**config.mk**
```make
export PLATFORM = sky130hd
export DESIGN_NAME = tri_dispatch
export DESIGN_NICKNAME = d
export VERILOG_FILES = /design/src/rtl/tri_dispatch.sv
export SDC_FILE = /design/constraint.sdc
export NUM_CORES = 2
export LEC_CHECK = 0
export CAP_MARGIN = 20
export CORE_MARGIN = 3
export CORE_UTILIZATION = 50
export DETAILED_ROUTE_END_ITERATION = 6
export HOLD_SLACK_MARGIN = 0.03
export PLACE_DENSITY = 0.71
export SETUP_SLACK_MARGIN = 0.3
export SYNTH_ARGS = -nofsm -noshare
export SYNTH_HDL_FRONTEND = slang
export SYNTH_SLANG_ARGS = --single-unit
```
**constraint.sdc**
```tcl
create_clock -name clk -period 12.06 [get_ports clk]
set_input_delay 2.412 -clock clk [delete_from_list [all_inputs] [get_ports clk]]
set_output_delay 2.412 -clock clk [all_outputs]
set_load 0.01 [all_outputs]
```
**src/rtl/tri_dispatch.sv**
```systemverilog
// tri_dispatch: queues triangle setup records and issues them one at a time to fragment_generator (optional perf counters: TRI_DISPATCH_PERF_EN)
module tri_dispatch #(
   parameter int LG_TRI_Q_SZ = 2,
   parameter int CNT_W = 32
) (
   input  logic             clk,
   input  logic             rst,
   input  logic             tri_val,
   output logic             tri_rdy,
   input  logic [31:0]      tri_ymin,
   input  logic [31:0]      tri_ymax,
   input  logic [31:0]      tri_xmin,
   input  logic [31:0]      tri_xmax,
   input  logic [31:0]      tri_l0_dx,
   input  logic [31:0]      tri_l1_dx,
   input  logic [31:0]      tri_l2_dx,
   input  logic [31:0]      tri_l0_dy,
   input  logic [31:0]      tri_l1_dy,
   input  logic [31:0]      tri_l2_dy,
   input  logic [31:0]      tri_w0_00,
   input  logic [31:0]      tri_w1_00,
   input  logic [31:0]      tri_w2_00,
   output logic             fg_start,
   output logic [31:0]      fg_ymin,
   output logic [31:0]      fg_ymax,
   output logic [31:0]      fg_xmin,
   output logic [31:0]      fg_xmax,
   output logic [31:0]      fg_l0_dx,
   output logic [31:0]      fg_l1_dx,
   output logic [31:0]      fg_l2_dx,
   output logic [31:0]      fg_l0_dy,
   output logic [31:0]      fg_l1_dy,
   output logic [31:0]      fg_l2_dy,
   output logic [31:0]      fg_w0_00,
   output logic [31:0]      fg_w1_00,
   output logic [31:0]      fg_w2_00,
   input  logic             fg_done,
   output logic             busy,
   output logic [CNT_W-1:0] tris_issued,
   output logic [CNT_W-1:0] tris_dropped,
`ifdef TRI_DISPATCH_PERF_EN
   output logic [CNT_W-1:0] wait_cycles,
   output logic [CNT_W-1:0] full_stall_cycles,
`endif
   output logic             err_spurious
);
   localparam int DEPTH = 1 << LG_TRI_Q_SZ;
   localparam int REC_W = 13 * 32;
   typedef enum logic [1:0] {IDLE, START, WAIT_DONE} state_t;
   state_t state_q, state_d;
   logic [LG_TRI_Q_SZ:0] head, tail;
   logic [REC_W-1:0] mem [DEPTH];
   logic [REC_W-1:0] rec_in, head_rec, fg_rec;
   logic full, empty, push, pop, issue, drop, degen;
   assign rec_in = {tri_ymin, tri_ymax, tri_xmin, tri_xmax, tri_l0_dx, tri_l1_dx, tri_l2_dx,
                    tri_l0_dy, tri_l1_dy, tri_l2_dy, tri_w0_00, tri_w1_00, tri_w2_00};
   assign head_rec = mem[head[LG_TRI_Q_SZ-1:0]];
   assign full = (head[LG_TRI_Q_SZ] != tail[LG_TRI_Q_SZ]) && (head[LG_TRI_Q_SZ-1:0] == tail[LG_TRI_Q_SZ-1:0]);
   assign empty = head == tail;
   assign tri_rdy = !full;
   assign push = tri_val && !full;
   assign degen = (head_rec[383:352] <= head_rec[415:384]) || (head_rec[319:288] <= head_rec[351:320]);
   assign fg_start = state_q == START;
   assign busy = !empty || state_q != IDLE;
   assign {fg_ymin, fg_ymax, fg_xmin, fg_xmax, fg_l0_dx, fg_l1_dx, fg_l2_dx,
           fg_l0_dy, fg_l1_dy, fg_l2_dy, fg_w0_00, fg_w1_00, fg_w2_00} = fg_rec;
   // next state: pop in IDLE, drop degenerate boxes in place, one START cycle, then wait for done
   always_comb begin
      state_d = state_q;
      pop = 1'b0;
      issue = 1'b0;
      drop = 1'b0;
      if (state_q == IDLE && !empty) begin
         pop = 1'b1;
         drop = degen;
         issue = !degen;
         state_d = degen ? IDLE : START;
      end else if (state_q == START) begin
         state_d = WAIT_DONE;
      end else if (state_q == WAIT_DONE && fg_done) begin
         state_d = IDLE;
      end
   end
   // state register
   always_ff @(posedge clk) state_q <= rst ? IDLE : state_d;
   // queue pointers; a full queue refuses pushes even when popping
   always_ff @(posedge clk) begin
      if (rst) begin
         head <= '0;
         tail <= '0;
      end else begin
         if (push) tail <= tail + (LG_TRI_Q_SZ+1)'(1);
         if (pop) head <= head + (LG_TRI_Q_SZ+1)'(1);
      end
   end
   // queue storage needs no reset; only pointers define validity
   always_ff @(posedge clk) if (push) mem[tail[LG_TRI_Q_SZ-1:0]] <= rec_in;
   // setup fields held from issue until the next issue
   always_ff @(posedge clk) fg_rec <= rst ? '0 : issue ? head_rec : fg_rec;
   // statistics and sticky error flag
   always_ff @(posedge clk) begin
      if (rst) begin
         tris_issued <= '0;
         tris_dropped <= '0;
         err_spurious <= 1'b0;
      end else begin
         if (state_q == START) tris_issued <= tris_issued + CNT_W'(1);
         if (drop) tris_dropped <= tris_dropped + CNT_W'(1);
         if (fg_done && state_q != WAIT_DONE) err_spurious <= 1'b1;
      end
   end
`ifdef TRI_DISPATCH_PERF_EN
   // wait and back-pressure cycle counters
   always_ff @(posedge clk) begin
      if (rst) begin
         wait_cycles <= '0;
         full_stall_cycles <= '0;
      end else begin
         if (state_q == WAIT_DONE) wait_cycles <= wait_cycles + CNT_W'(1);
         if (tri_val && full) full_stall_cycles <= full_stall_cycles + CNT_W'(1);
      end
   end
`endif
endmodule

```
==> flow_summary.ini <==
[cts]
hold_buffers = 0
cts_sinks = 2155
cts_buffers = 209
clk-insertion-delay-late_ns = 0.82
clock_pin_slew_on_the_worst_setup_and_hold_paths_ns = 0.06
tritoncts = yes
clock_tree.buffer_depth = 3
cts_repair_resize_count = 0
h-tree-depth = 4
cts.repair_timing.setup_buffer_count = 0
root_buffer = sky130_fd_sc_hd__clkbuf_16

[route]
drt_iter0_drc = 3666
ant_nets = 0
detailroute.via_count = 43750
drt_pass1_iterations = 5
wl_mm = 199.2
routedWlPerCell_microns = 25.53
vias_per_cell = 5.607
remaining_drc_errors = 0

[synthesis]
yosys_warnings = 0
synth_top_area_share_pct = 62.99
synth_compound_area_share_pct = 3.527
synthAdderAreaFrac_pct = 1.120
synth-edff-count = 1664
synth_ff_type = sky130_fd_sc_hd__edfxtp_1
synth_cells = 4596
proportion_of_synthesized_area_in_mux_cells_pct = 11.85
synth_simple_gate_area_share_pct = 5.364
avgSynthCellArea_sq_um = 17.26
yosys_register_bits = 2155
netlist_top_cells_area = sky130_fd_sc_hd__edfxtp_1, sky130_fd_sc_hd__dfxtp_1, sky130_fd_sc_hd__mux4_2
post_synth_instance_area_sq_mm = 0.07933
synth_top_area_cell = sky130_fd_sc_hd__edfxtp_1
synth_top_family_by_area = multiplexers
postSynth.asyncResetShare_pct = 0
netlist-cell-type-count = 54
synthXorXnorAreaFrac_pct = 0.6072
synth_nets = 5087
ys_seq_area_share_pct = 75.38

[worst_setup_path]
critical_path_required_ns = 12.77
worstPathMaxFanout = 72
worst-setup-path-type = flop to flop
cp.arrival_ns = 8.12
start_kind = flop
cp-end-kind = flop

[timing]
timing.slew.headroom_pct = 19.28
tightestPinTransition_ns = 1.211
finalSetupViolCount = 0
timing.final.crit_period_ns = 7.407
finalCritPeriodShare_pct = 61.42
finalHoldWorstSlack_ns = 0.4509
skew_ns = 0.07293
hold_violation_count_in_the_final_report = 0
timing.final.max_slew_violations = 0
clock.fmax_mhz = 135.0
unrepaired_setup_endpoints_after_global_routing = no

[pwr]
pwr_density_cell_mw_per_mm2 = 221.1
total_switching_power_mw = 6.422
pwr-share-comb_pct = 26.6
vdd_ir_drop_max_mv = 0.2536
power.clock.fraction_pct = 30.3
sequential_share_of_power_pct = 43.1
power.switching_fraction_pct = 29.88
finalPower_mw = 21.50
leakagePower_nw = 31.20
cell_internal_pwr_mw = 15.07

[floorplan]
placement_rows = 145
dieWidth_microns = 404.3
die-height_microns = 404.3
core-area_sq_mm = 0.1569
die_area_sq_mm = 0.1635
io_pins = 904
initial_standard_cell_utilization_of_the_core_pct = 50.55

[place]
placement.io_buffers = 903
placed_area_sq_mm = 0.09010
place.detailed.hpwl_mm = 124.7
place.gp.congestion = 0.8293

[global_routing]
first_global_vias = 44270
grt_start_max_net_pins = 176
initial_antenna_violation_count = 70
track_usage_pct = 24.05
grt_pass1_wl_mm = 291.9
grt.overflow.total = 0

[finish]
layout_cells_sized_above_1_pct = 14.12
nFillCells = 11280
num-nets-final = 5997
final_design_area_no_fill_sq_mm = 0.09724
area.growth.synth_to_final_pct = 22.57
final_core_util_pct = 61.96

[min_path]
hold_path_class = flop to flop
hold_path.startpoint = fg_rec[343]

[run]
maxCapViolations = 0

[outcome]
status = finished clean
[cells by family after synthesis]
group,after synthesis
AND/OR/NAND/NOR,1053
XOR/XNOR,55
flip-flops,2155
AO/OA/AOI/OAI,521
multiplexers,419
adder cells (fa/ha/maj),71
buffers and inverters,322
[path summary, 6_finish.rpt]
kind / end / slack [ns] / cells after the start
min: fg_rec[343] / 0.45 / 2
max: fg_rec[315] / 4.65 / 13
min reg2reg: fg_rec[343] / 0.45 / 2
max reg2reg: fg_rec[315] / 4.65 / 13
[cell type report]
| class | instances | area [sq um] | area share, % |
|---|---|---|---|
| clock inverter | 111 | 1220 | 1.255 |
| multi-input combinational | 2119 | 17870 | 18.38 |
| antenna | 51 | 127.6 | 0.1313 |
| sequential | 2155 | 59800 | 61.51 |
| tap | 2058 | 2575 | 2.648 |
| clock buffer | 287 | 5787 | 5.951 |
| inverter | 74 | 277.8 | 0.2857 |
| timing repair buffer | 947 | 9574 | 9.846 |
[Yosys cell counts (all sizes together), types with 13 or more instances]
master and count:
nand2 862, nand3 24, or3 13, o21ai 19
nand4 29, and3 16, xor2 42, dfxtp 491
buf 110, a21oi 459, xnor2 13, mux4 416
ha 71, edfxtp 1664, inv 74, clkbuf 138
nor2 72
[registers in the layout (all words and copies together), names as in the netlist, named ones only]
register and cells:
head 3, err_spurious 1, tail 3, fg_rec 416, tris_issued 32, state_q 2
mem 1664, tris_dropped 32
[metrics by stage]
stage,TNS (ns),setup slack (ns),std cells
global placement,0,4.675,7353
finish,0,4.653,7802
CTS,0,4.587,7751
detailed placement,0,4.550,7353
global route,0,3.995,7775
floorplan,-264.58,-0.6360,4596
[power by group through the flow]
stage,Sequential [mW],Clock (mW),Combinational [mW]
2_1_floorplan,9.52,0,3.47
3_3_place_gp,9.39,0,5.70
3_5_place_dp,9.42,0,5.76
4_1_cts,9.27,6.63,5.79
5_1_grt,9.34,6.93,6.17
6_report,9.27,6.52,5.71
[worst max-delay path, stage by stage (launching register included)]
cell and delay [ns]:
sky130_fd_sc_hd__dfxtp_4 0.99, sky130_fd_sc_hd__buf_4 0.86, sky130_fd_sc_hd__mux4_2 0.63, sky130_fd_sc_hd__ha_1 0.34
sky130_fd_sc_hd__nand4_1 0.25, sky130_fd_sc_hd__nor4_1 0.85, sky130_fd_sc_hd__a32oi_1 0.28, sky130_fd_sc_hd__and2_1 0.29
sky130_fd_sc_hd__a22o_1 0.32, sky130_fd_sc_hd__nand3_4 0.51, sky130_fd_sc_hd__buf_4 0.76, sky130_fd_sc_hd__buf_4 0.76
sky130_fd_sc_hd__nand2_1 0.15, sky130_fd_sc_hd__a21oi_1 0.16
[cell usage in the layout, fill, tap and decap left out, types with 20 or more instances in the layout]
cell / n
sky130_fd_sc_hd__nand2_1: 862
sky130_fd_sc_hd__ha_1: 71
sky130_fd_sc_hd__inv_1: 74
sky130_fd_sc_hd__mux4_2: 416
sky130_fd_sc_hd__clkdlybuf4s50_1: 902
sky130_fd_sc_hd__buf_4: 28
sky130_fd_sc_hd__clkbuf_1: 55
sky130_fd_sc_hd__xor2_1: 42
sky130_fd_sc_hd__clkbuf_8: 20
sky130_fd_sc_hd__nand4_1: 28
sky130_fd_sc_hd__clkinv_1: 28
sky130_fd_sc_hd__clkinv_2: 47
sky130_fd_sc_hd__dfxtp_1: 489
sky130_fd_sc_hd__nand3_1: 23
sky130_fd_sc_hd__edfxtp_1: 1664
sky130_fd_sc_hd__nor2_1: 72
sky130_fd_sc_hd__diode_2: 51
sky130_fd_sc_hd__clkbuf_16: 212
sky130_fd_sc_hd__a21oi_1: 448
[layer usage]
metal  GRT usage, %  share of wire [%]  vias to the layer above
met1          30.32                 38                    22470
met4          7.908                2.9                       48
met2          39.55                 50                     1494
li1               -                  -                    19420
met5              0               0.16                        -
met3          7.801                9.0                      319
No activity file was read; power rests on OpenSTA's default activity.
